`config.mk`:
```
export PLATFORM = sky130hd
export DESIGN_NAME = fp_issue_ctrl
export DESIGN_NICKNAME = d
export VERILOG_FILES = /design/src/rtl/fp_ctrl_pkg.sv /design/src/rtl/fp_issue_ctrl.sv
export SDC_FILE = /design/constraint.sdc
export NUM_CORES = 1
export LEC_CHECK = 0
export CELL_PAD_IN_SITES_DETAIL_PLACEMENT = 1
export CELL_PAD_IN_SITES_GLOBAL_PLACEMENT = 2
export CORE_MARGIN = 2
export CORE_UTILIZATION = 26
export CTS_CLUSTER_DIAMETER = 150
export DETAILED_ROUTE_END_ITERATION = 12
export PLACE_DENSITY = 0.88
export SYNTH_ARGS = -nofsm -noshare
export SYNTH_HDL_FRONTEND = slang
export SYNTH_SLANG_ARGS = --single-unit
```
`constraint.sdc`:
```
create_clock -name clk -period 1.9 [get_ports clk]
set_input_delay 0.285 -clock clk [delete_from_list [all_inputs] [get_ports clk]]
set_output_delay 0.285 -clock clk [all_outputs]
set_load 0.05 [all_outputs]
```
`src/rtl/fp_ctrl_pkg.sv`:
```
// Shared encodings for the FP issue controller: opcodes, exception flag bit positions,
// the canonical quiet NaN, and the controller state enumeration.
package fp_ctrl_pkg;

  localparam logic [2:0] OP_ADD = 3'b000;
  localparam logic [2:0] OP_SUB = 3'b001;
  localparam logic [2:0] OP_MUL = 3'b010;
  localparam logic [2:0] OP_DIV = 3'b011;

  localparam int FLAG_NV = 4;
  localparam int FLAG_DZ = 3;
  localparam int FLAG_OF = 2;
  localparam int FLAG_UF = 1;
  localparam int FLAG_NX = 0;

  localparam logic [31:0] QNAN          = 32'h7FC0_0000;
  localparam logic [4:0]  FLAGS_TIMEOUT = 5'b1 << FLAG_NV;

  typedef enum logic [1:0] {
    ST_IDLE  = 2'd0,
    ST_ISSUE = 2'd1,
    ST_WAIT  = 2'd2,
    ST_WB    = 2'd3
  } state_e;

endpackage

```
`src/rtl/fp_issue_ctrl.sv`:
```
// Single-outstanding issue controller for an FP core; writeback 2 cycles after acceptance on the
// core's same-cycle path, else core latency + 2; no request buffering, WB holds until wb_ready.
module fp_issue_ctrl
  import fp_ctrl_pkg::*;
#(
  parameter int TIMEOUT = 64,
  parameter int TAG_W   = 5
) (
  input  logic             clk,
  input  logic             rst,
  input  logic             req_valid,
  output logic             req_ready,
  input  logic [2:0]       req_op,
  input  logic [31:0]      req_a,
  input  logic [31:0]      req_b,
  input  logic [TAG_W-1:0] req_rd,
  output logic             fp_start,
  output logic [2:0]       fp_op,
  output logic [31:0]      fp_a,
  output logic [31:0]      fp_b,
  input  logic [31:0]      fp_result,
  input  logic [4:0]       fp_flags,
  input  logic             fp_valid,
  output logic             wb_valid,
  input  logic             wb_ready,
  output logic [31:0]      wb_data,
  output logic [TAG_W-1:0] wb_rd,
  output logic [4:0]       wb_flags,
  output logic             busy,
  output logic [4:0]       fflags,
  input  logic             fflags_clr,
  output logic             timeout_err
);

  localparam int CNT_W = $clog2(TIMEOUT + 1);

  state_e             state_q, state_d;
  logic [CNT_W-1:0]   cnt_q, cnt_d;
  logic [2:0]         fp_op_q, fp_op_d;
  logic [31:0]        fp_a_q, fp_a_d;
  logic [31:0]        fp_b_q, fp_b_d;
  logic [31:0]        wb_data_q, wb_data_d;
  logic [TAG_W-1:0]   wb_rd_q, wb_rd_d;
  logic [4:0]         wb_flags_q, wb_flags_d;
  logic [4:0]         fflags_q, fflags_d;
  logic               timeout_err_q, timeout_err_d;
  logic               fp_start_q, fp_start_d;
  logic               wb_valid_q, wb_valid_d;
  logic               busy_q, busy_d;
  logic               req_ready_q, req_ready_d;
  logic               wb_hs;
  logic               timeout_hit;

  always_comb begin
    state_d     = state_q;
    cnt_d       = cnt_q;
    fp_op_d     = fp_op_q;
    fp_a_d      = fp_a_q;
    fp_b_d      = fp_b_q;
    wb_data_d   = wb_data_q;
    wb_rd_d     = wb_rd_q;
    wb_flags_d  = wb_flags_q;
    timeout_hit = 1'b0;
    wb_hs       = wb_valid_q && wb_ready;

    case (state_q)
      ST_IDLE: begin
        if (req_valid && req_ready_q) begin
          fp_op_d = req_op;
          fp_a_d  = req_a;
          fp_b_d  = req_b;
          wb_rd_d = req_rd;
          state_d = ST_ISSUE;
        end
      end
      ST_ISSUE: begin
        cnt_d = '0;
        if (fp_valid) begin
          wb_data_d  = fp_result;
          wb_flags_d = fp_flags;
          state_d    = ST_WB;
        end else begin
          state_d = ST_WAIT;
        end
      end
      ST_WAIT: begin
        if (fp_valid) begin
          wb_data_d  = fp_result;
          wb_flags_d = fp_flags;
          state_d    = ST_WB;
        end else if (cnt_q == CNT_W'(TIMEOUT - 1)) begin
          // Abandon the operation; any later fp_valid lands in WB/IDLE and is dropped.
          wb_data_d   = QNAN;
          wb_flags_d  = FLAGS_TIMEOUT;
          timeout_hit = 1'b1;
          state_d     = ST_WB;
        end else begin
          cnt_d = cnt_q + CNT_W'(1);
        end
      end
      ST_WB: begin
        if (wb_ready) state_d = ST_IDLE;
      end
      default: state_d = ST_IDLE;
    endcase

    if (wb_hs && fflags_clr)  fflags_d = wb_flags_q;
    else if (wb_hs)           fflags_d = fflags_q | wb_flags_q;
    else if (fflags_clr)      fflags_d = '0;
    else                      fflags_d = fflags_q;

    if (timeout_hit)          timeout_err_d = 1'b1;
    else if (fflags_clr)      timeout_err_d = 1'b0;
    else                      timeout_err_d = timeout_err_q;

    fp_start_d  = (state_d == ST_ISSUE);
    wb_valid_d  = (state_d == ST_WB);
    busy_d      = (state_d != ST_IDLE);
    req_ready_d = (state_d == ST_IDLE);
  end

  always_ff @(posedge clk or negedge rst) begin
    if (!rst) begin
      state_q       <= ST_IDLE;
      cnt_q         <= '0;
      fp_op_q       <= '0;
      fp_a_q        <= '0;
      fp_b_q        <= '0;
      wb_data_q     <= '0;
      wb_rd_q       <= '0;
      wb_flags_q    <= '0;
      fflags_q      <= '0;
      timeout_err_q <= 1'b0;
      fp_start_q    <= 1'b0;
      wb_valid_q    <= 1'b0;
      busy_q        <= 1'b0;
      req_ready_q   <= 1'b0;
    end else begin
      state_q       <= state_d;
      cnt_q         <= cnt_d;
      fp_op_q       <= fp_op_d;
      fp_a_q        <= fp_a_d;
      fp_b_q        <= fp_b_d;
      wb_data_q     <= wb_data_d;
      wb_rd_q       <= wb_rd_d;
      wb_flags_q    <= wb_flags_d;
      fflags_q      <= fflags_d;
      timeout_err_q <= timeout_err_d;
      fp_start_q    <= fp_start_d;
      wb_valid_q    <= wb_valid_d;
      busy_q        <= busy_d;
      req_ready_q   <= req_ready_d;
    end
  end

  assign req_ready   = req_ready_q;
  assign fp_start    = fp_start_q;
  assign fp_op       = fp_op_q;
  assign fp_a        = fp_a_q;
  assign fp_b        = fp_b_q;
  assign wb_valid    = wb_valid_q;
  assign wb_data     = wb_data_q;
  assign wb_rd       = wb_rd_q;
  assign wb_flags    = wb_flags_q;
  assign busy        = busy_q;
  assign fflags      = fflags_q;
  assign timeout_err = timeout_err_q;

endmodule
```
==> metrics.txt, run 1 <==
row count 50; critical path buffer and inverter count 1; PortBufs 233; gpl congestion 0.765; worst-path cell chain clkdlybuf4s50_1; Routed WL 15500 µm; R2R Path Start state_q[0]$_DFF_PN0_; Reg area 3200 µm²; largest family of logic cells by synthesized area multiplexers; synthesized area per cell 15.2 µm²; CTS sink count 128; Yosys top cell by area dfrtp_1; CTS tree built; CTS buffer count 17; share of layout cells above drive strength 1 23.7%; worst clock skew 15.8 ps; CP startpoint kind flip-flop; via count 3770; Distinct cells, synth 38; worst path required time 1620 ps; Layout area overhead 70.4%; Adder-Cell Fraction of Synth Area 1.53%; Final setup violation count 0; routed len/inst 18.8 µm; reg2reg end fp_a[6]$_DFFE_PN0P_; initial core utilization 26.4%; post-synthesis mux area share 16.5%; simple-gate share of the synthesized area 3.65%; Synth Cell Area 4910 µm²; setup ws final 31.2 ps; CP Class reg -> out; GRT Util Overall 15.5%; WP data arrival 1580 ps; post-DP HPWL 11300 µm; insertion delay to the later sink of the worst-skew pair 420 ps; R2R setup slack 110 ps; Max rail drop VDD 0.855 mV; max-cap violations 0; number of fill cells 1919; nets 698; #FFs+latches synth 128; Ys Warns 0; most common cell after layout, fill and taps aside clkdlybuf4s50_1; I/O pin cnt 234; actual slew at the worst max-slew pin 556 ps; hold_ws 440 ps; DIE AREA 20000 µm²; first-pass iteration count of the detailed router 4; highest-delay cell along the critical path clkdlybuf4s50_1; overall power 18.4 mW; DRC 0; worst reg2reg path depth 5; outcome finished clean; Worst Path Max Fanout 2; CP top delay family buffers and inverters; achievable clock frequency 0.535 GHz; sequential area share after synthesis 65.3%; clock root cell clkbuf_16; Setup crit end kind output pin; GRT Residual Overflow 0; final hold viol count 0; Final Max Tran Viols 0; DRT iter0 DRCs 113; most frequent cells in the layout clkdlybuf4s50_1, dfrtp_1, mux2_2; top post-synthesis cells by area dfrtp_1, mux2_2, a22o_1, o22a_1, ha_1; Die W 141 µm; routed vias/inst 4.58; antenna viol nets, final 0; Leak 4.03 nW; Hold Path Class in -> async; power density over the cells 2210 nW/µm²; XOR/XNOR share of the synthesized area 0%; clock buffer depth 2; number of diodes 0; post-synth top area share 65.3%; vias in the first global route 4325; Vert. Die Dim 141 µm; Core ar. 18600 µm²; post-synthesis compound-gate area fraction 10.5%; Synthesized Nets 444; footprint of the multi-input gates 1630 µm²; first-pass GRT wire length 24000 µm; Clk pin slew, worst setup/hold paths 60 ps; pin count of the biggest net entering global routing 72; peak per-stage delay on the critical path 820 ps; fin crit period 1870 ps; period utilization 98.4%; instance count of the mapped netlist 323; dpl ws -81.6 ps; relative slew slack 63.1%; H-tree depth 4; initial antenna violation count 0
layer usage:
layer  track usage, %  routed length (µm)
met1             17.9                6120
met2             27.1                8280
met3             4.72                 726
met4             5.74                 386
met5                0                   0
kinds of logic after synthesis:
| family | Yosys count |
|---|---|
| compound gates | 63 |
| fa+ha+maj | 6 |
| buf+inv | 24 |
| flops | 128 |
| mux | 72 |
| simple gates | 30 |
final cells by class:
type / instances / area share, %
Clock buffer: 19 / 5.18
Clock inverter: 13 / 2.50
Inverter: 11 / 0.494
Multi-Input combinational cell: 171 / 19.5
Sequential cell: 128 / 38.3
Tap cell: 234 / 3.50
Timing Repair Buffer: 248 / 30.5
worst register-to-register path: stages (launching register included):
cell	delay (ps)
dfrtp_1	410
inv_1	140
ha_1	260
nand3_4	240
buf_12	250
mux2_2	370
state kept, by name, summed over array words and instances (netlist names), 2 cells and up:
signal / cells
fp_a: 32
fp_b: 32
wb_data: 32
cnt_q: 7
fflags: 5
wb_flags: 5
wb_rd: 5
fp_op: 3
state_q: 2
how the worst max path moves through the flow:
stage,start,to,slack [ps],depth (start not counted)
4_1_cts,wb_data[27]$_DFFE_PN0P_,wb_data[27],0.9,1
3_5_place_dp,state_q[0]$_DFF_PN0_,wb_data[24]$_DFFE_PN0P_,-80,5
3_3_place_gp,fp_valid,wb_data[23]$_DFFE_PN0P_,90,5
2_1_floorplan,state_q[0]$_DFF_PN0_,wb_data[10]$_DFFE_PN0P_,200,7
6_report,fp_b[4]$_DFFE_PN0P_,fp_b[4],30,1
5_1_grt,cnt_q[0]$_DFFE_PN0P_,wb_data[31]$_DFFE_PN0P_,-6,6
synth_stat cells:
| cell | instances |
|---|---|
| a211oi_1 | 1 |
| a21oi_1 | 1 |
| a22o_1 | 20 |
| a22o_2 | 7 |
| a31o_2 | 1 |
| a31oi_1 | 2 |
| a32o_1 | 1 |
| and3_1 | 1 |
| and3_2 | 1 |
| and3b_1 | 1 |
| buf_2 | 10 |
| buf_4 | 1 |
| buf_6 | 2 |
| dfrtp_1 | 128 |
| ha_1 | 6 |
| inv_1 | 11 |
| mux2_2 | 72 |
| nand2_1 | 5 |
| nand2b_1 | 2 |
| nand3_1 | 9 |
| nand3_2 | 1 |
| nand3_4 | 1 |
| nand3b_1 | 2 |
| nor2_1 | 3 |
| nor2b_1 | 2 |
| nor3b_1 | 1 |
| o211ai_1 | 1 |
| o211ai_4 | 1 |
| o21a_1 | 1 |
| o21ai_0 | 10 |
| o21ai_1 | 1 |
| o22a_1 | 10 |
| o22ai_1 | 2 |
| o311a_2 | 1 |
| o311ai_0 | 1 |
| o31ai_1 | 1 |
| o41ai_1 | 1 |
| or2_1 | 1 |
power breakdown:
group / internal, mW / switching [mW] / leakage, nW
combinational: 3.60 / 6.50 / 2.17
sequential: 4.04 / 0.719 / 1.55
clock: 2.34 / 1.25 / 0.304
per-stage QoR:
step | util, % | cell area (µm²) | cells | setup TNS [ps]
finish | 45.0 | 8360 | 824 | 0
floorplan | - | 4910 | 323 | 0
CTS | 44.1 | 8190 | 820 | 0
detailed placement | 40.8 | 7580 | 787 | -635
global route | 45.0 | 8360 | 824 | -13.0
global placement | 40.8 | 7580 | 787 | 0
timing repair:
item                                    in CTS  in global routing
endpoints found under the setup margin      48                 68
resized for setup                           41                 50
pin swaps                                    0                  1
buffers inserted                             0                  4
hold buffers                                 1                  0
hold endpoints to repair                   128                  0
Power figures use the tool's default switching activity.
==> run 2: changes to the inputs <==
- CTS_BUF_LIST: unset -> sky130_fd_sc_hd__clkbuf_16
- MAX_ROUTING_LAYER: unset -> met4
==> metrics.txt, run 2 (synthesis gave the netlist of run 1 again) <==
outcome finished clean; vias in the first global route 4320 (-0.12%); Core ar. 18600 µm² (unchanged); Vert. Die Dim 141 µm (unchanged); PortBufs 233 (unchanged); routed len/inst 18.8 µm (-0.32%); hold_ws 436 ps (-4.18 ps); initial antenna violation count 0 (unchanged); CTS sink count 128 (unchanged); Final setup violation count 0 (unchanged); Leak 4.03 nW (+0.21%); post-DP HPWL 11300 µm (unchanged); insertion delay to the later sink of the worst-skew pair 420 ps (about the same); actual slew at the worst max-slew pin 556 ps (-0.219 ps); CP Class reg -> out; H-tree depth 4 (unchanged); final hold viol count 0 (unchanged); Final Max Tran Viols 0 (unchanged); Clk pin slew, worst setup/hold paths 60 ps (about the same); row count 50 (unchanged); clock root cell clkbuf_16; Max rail drop VDD 0.855 mV (about the same); initial core utilization 26.4% (unchanged); relative slew slack 63.1% (about the same); nets 698 (unchanged); Hold Path Class in -> async; GRT Residual Overflow 0 (unchanged); achievable clock frequency 0.536 GHz (+0.16%); worst path required time 1620 ps (about the same); WP data arrival 1580 ps (about the same); number of fill cells 1919 (unchanged); gpl congestion 0.776 (+1.5%); first-pass iteration count of the detailed router 4 (unchanged); routed vias/inst 4.58 (about the same); CTS buffer count 17 (unchanged); first-pass GRT wire length 24100 µm (about the same); antenna viol nets, final 0 (unchanged); CP top delay family buffers and inverters; highest-delay cell along the critical path clkdlybuf4s50_1; fin crit period 1870 ps (-3.01 ps); Finished Layout Cells 824 (unchanged); Routed WL 15500 µm (-0.32%); power density over the cells 2200 nW/µm² (about the same); via count 3772 (+0.053%); period utilization 98.2% (-0.16 points); I/O pin cnt 234 (unchanged); DRC 0 (unchanged); share of layout cells above drive strength 1 23.7% (unchanged); worst-path cell chain clkdlybuf4s50_1; final instance area 8360 µm² (unchanged); DIE AREA 20000 µm² (unchanged); most frequent cells in the layout clkdlybuf4s50_1, dfrtp_1, mux2_2; max-cap violations 0 (unchanged); R2R setup slack 110 ps (about the same); DRT iter0 DRCs 121 (+7.1%); most common cell after layout, fill and taps aside clkdlybuf4s50_1; Setup crit end kind output pin; clock buffer depth 2 (unchanged); peak per-stage delay on the critical path 820 ps (about the same); GRT Util Overall 16.0% (+0.48 points); number of diodes 0 (unchanged); critical path buffer and inverter count 1 (unchanged); CTS tree built; Worst Path Max Fanout 2 (unchanged); # placed instances 787 (unchanged); worst clock skew 10.9 ps (-4.83 ps); Post-Place Cell Area 7580 µm² (unchanged); Layout area overhead 70.4% (unchanged); CP startpoint kind flip-flop; pin count of the biggest net entering global routing 72 (unchanged); Die W 141 µm (unchanged)
[run 2: final cells by class]
type                       instances  area [µm²]  share of cell area (%)
sequential                       128        3200                    38.3
timing repair buffer             248        2550                    30.5
multi-input combinational        171        1630                    19.5
clock buffer                      17         425                    5.09
tap                              234         293                    3.50
clock inverter                    15         216                    2.59
inverter                          11        41.3                   0.494
[run 2: routing by layer]
layer	up-vias	GRT usage [%]	share of wire, %
met5	-	-	0
met4	0	5.74	2.5
met3	25	4.59	4.8
met2	127	27.1	53
met1	1923	18.0	39
li1	1697	-	-
[run 2: stage by stage]
| stage | TNS, ps | worst slack, ps | power (mW) | utilization (%) |
|---|---|---|---|---|
| final | 0 | 34.2 | 18.4 | 45.0 |
| after global routing | -13.6 | -5.82 | 19.3 | 45.0 |
| after CTS | 0 | 0.884 | 18.6 | 44.1 |
| after detailed placement | -635 | -81.6 | 15.2 | 40.8 |
| after global placement | 0 | 88.2 | 14.9 | 40.8 |
| after floorplan | 0 | 197 | 11.5 | - |
[run 2: worst paths after layout]
kind	from	end	cells past startpoint
min in group clk	req_a[21]	fp_a[21]$_DFFE_PN0P_	2
worst max-delay path	fp_b[4]$_DFFE_PN0P_	fp_b[4]	1
worst min-delay path	rst	fp_a[22]$_DFFE_PN0P_	3
worst min register to register	wb_data[26]$_DFFE_PN0P_	wb_data[26]$_DFFE_PN0P_	1
worst max register to register	state_q[1]$_DFF_PN0_	wb_data[0]$_DFFE_PN0P_	6
max in group asynchronous	rst	fp_a[4]$_DFFE_PN0P_	3
[run 2: repair_timing]
action / CTS / global route
endpoints found under the hold margin: 128 / 0
hold buffers: 1 / 0
pin swaps: 0 / 1
resized for setup: 41 / 50
buffers inserted: 0 / 4
endpoints found under the setup margin: 48 / 68
[run 2: report_power, final]
group | internal [mW] | switching (mW)
registers | 4.04 | 0.721
clock network | 2.33 | 1.25
logic | 3.60 | 6.49
total | 9.96 | 8.46
==> run 3: changes to the inputs <==
- CTS_CLUSTER_DIAMETER: 150 -> 200
- PLACE_DENSITY: 0.88 -> unset
- PLACE_DENSITY_LB_ADDON: unset -> 0.12
- SLEW_MARGIN: unset -> 20
==> metrics.txt, run 3 (synthesis gave the netlist of run 1 again) <==
met1 Track Usage GR 18.6% (+0.60 points); antenna viol nets, final 0 (unchanged); power density over the cells 2160 nW/µm² (-1.9%); # placed instances 787 (unchanged); post-DP HPWL 11100 µm (-2.2%); RSZ-0062 raised after global routing true; routing usage on met2 25.6% (-1.5 points); Layout area overhead 68.3%; WP data arrival 1580 ps (about the same); Max rail drop VDD 0.795 mV (-7.0%); Hold Path Class in -> async; layer with the highest usage met2; nets 698 (unchanged); Clk pin slew, worst setup/hold paths 60 ps (about the same); routed len/inst 18.4 µm (-1.9%); CP top delay family buffers and inverters; CP Class reg -> out; Die W 141 µm (unchanged); highest-delay cell along the critical path clkdlybuf4s50_1; Vert. Die Dim 141 µm (unchanged); Core ar. 18600 µm² (unchanged); Leak 3.96 nW (-1.8%); DIE AREA 20000 µm² (unchanged); peak per-stage delay on the critical path 820 ps (about the same); PortBufs 233 (unchanged); actual slew at the worst max-slew pin 808 ps (+251 ps); DRT iter0 DRCs 118 (-2.5%); CTS sink count 128 (unchanged); outcome finished clean; vias in the first global route 4006 (-7.3%); share of layout cells above drive strength 1 24.6% (+0.85 points); relative slew slack 45.8% (-17 points); first-pass GRT wire length 23200 µm (-3.4%); clock root cell clkbuf_16; number of diodes 0 (unchanged); insertion delay to the later sink of the worst-skew pair 410 ps (about the same); H-tree depth 4 (unchanged); fin crit period 1870 ps (-0.692 ps); Worst Path Max Fanout 2 (unchanged); Routed WL 15200 µm (-1.9%); setup ws final 34.9 ps (+0.692 ps); via count 3706 (-1.7%); initial core utilization 26.4% (unchanged); row count 50 (unchanged); I/O pin cnt 234 (unchanged); CTS buffer count 17 (unchanged); final hold viol count 0 (unchanged); final core occ 44.5% (-0.53 points); max-cap violations 0 (unchanged); pin count of the biggest net entering global routing 44 (-39%); routed vias/inst 4.50 (-1.7%); met3 Usage GRT 3.78% (-0.81 points); gpl congestion 0.754 (-2.9%); GRT Util Overall 15.7% (-0.30 points); Final setup violation count 0 (unchanged); worst-path cell chain clkdlybuf4s50_1; DRC 0 (unchanged); achievable clock frequency 0.536 GHz (about the same); CP startpoint kind flip-flop; setup_tns 0 ps (unchanged); most common cell after layout, fill and taps aside clkdlybuf4s50_1; critical path buffer and inverter count 1 (unchanged); Final Max Tran Viols 0 (unchanged); Setup crit end kind output pin; initial antenna violation count 0 (unchanged); clock buffer depth 2 (unchanged); CTS tree built; worst clock skew 9.57 ps (-1.36 ps); first-pass iteration count of the detailed router 3 (-1); worst path required time 1620 ps (about the same); most frequent cells in the layout clkdlybuf4s50_1, dfrtp_1, mux2_2; period utilization 98.2% (about the same); Finished Layout Cells 824 (unchanged); GRT Residual Overflow 0 (unchanged); dpl ws -77.1 ps (+4.46 ps)
[run 3: final cells by class]
class	instances	area, µm²
Multi-Input combinational cell	172	1620
Sequential cell	128	3200
Clock inverter	15	106
Tap cell	234	293
Clock buffer	17	425
Fill cell	1889	10300
Inverter	11	41.3
Timing Repair Buffer	247	2570
[run 3: repair_timing]
item,4_1_cts,5_1_grt
buffers inserted,0,3
endpoints found under the setup margin,11,86
hold buffers,1,0
pin swaps,0,2
hold endpoints to repair,40,0
cloned,0,1
gates resized for setup,11,52
[run 3: final timing paths]
kind / end / slack [ps] / startpoint / cells after the start
setup / recovery: fp_a[17] / 30 / fp_a[17]$_DFFE_PN0P_ / 1
setup reg to reg: wb_data[28]$_DFFE_PN0P_ / 90 / state_q[1]$_DFF_PN0_ / 5
min in group clk: wb_data[5]$_DFFE_PN0P_ / 480 / fp_result[5] / 2
hold / removal: fp_b[10]$_DFFE_PN0P_ / 380 / rst / 2
max in group asynchronous: wb_data[16]$_DFFE_PN0P_ / 850 / rst / 3
hold reg to reg: wb_data[29]$_DFFE_PN0P_ / 490 / wb_data[29]$_DFFE_PN0P_ / 1
[run 3: report_power, final]
part	internal [mW]	switching [mW]	leakage, nW
clock network	1.76	1.18	0.259
logic	3.72	6.49	2.15
registers	4.04	0.674	1.55
[run 3: per-layer routing]
layer,vias up,part of all wire (%)
li1,1698,-
met1,1860,42
met2,128,51
met3,20,5.4
met4,0,1.9
met5,-,0
[run 3: stage by stage]
stage | power [mW] | area, µm² | hold slack [ps]
after floorplan | 11.5 | 4910 | -10.6
after global placement | 14.9 | 7560 | 246
after detailed placement | 15.1 | 7560 | 246
after CTS | 18.1 | 8090 | 372
after global routing | 18.7 | 8260 | 397
final | 17.9 | 8260 | 377
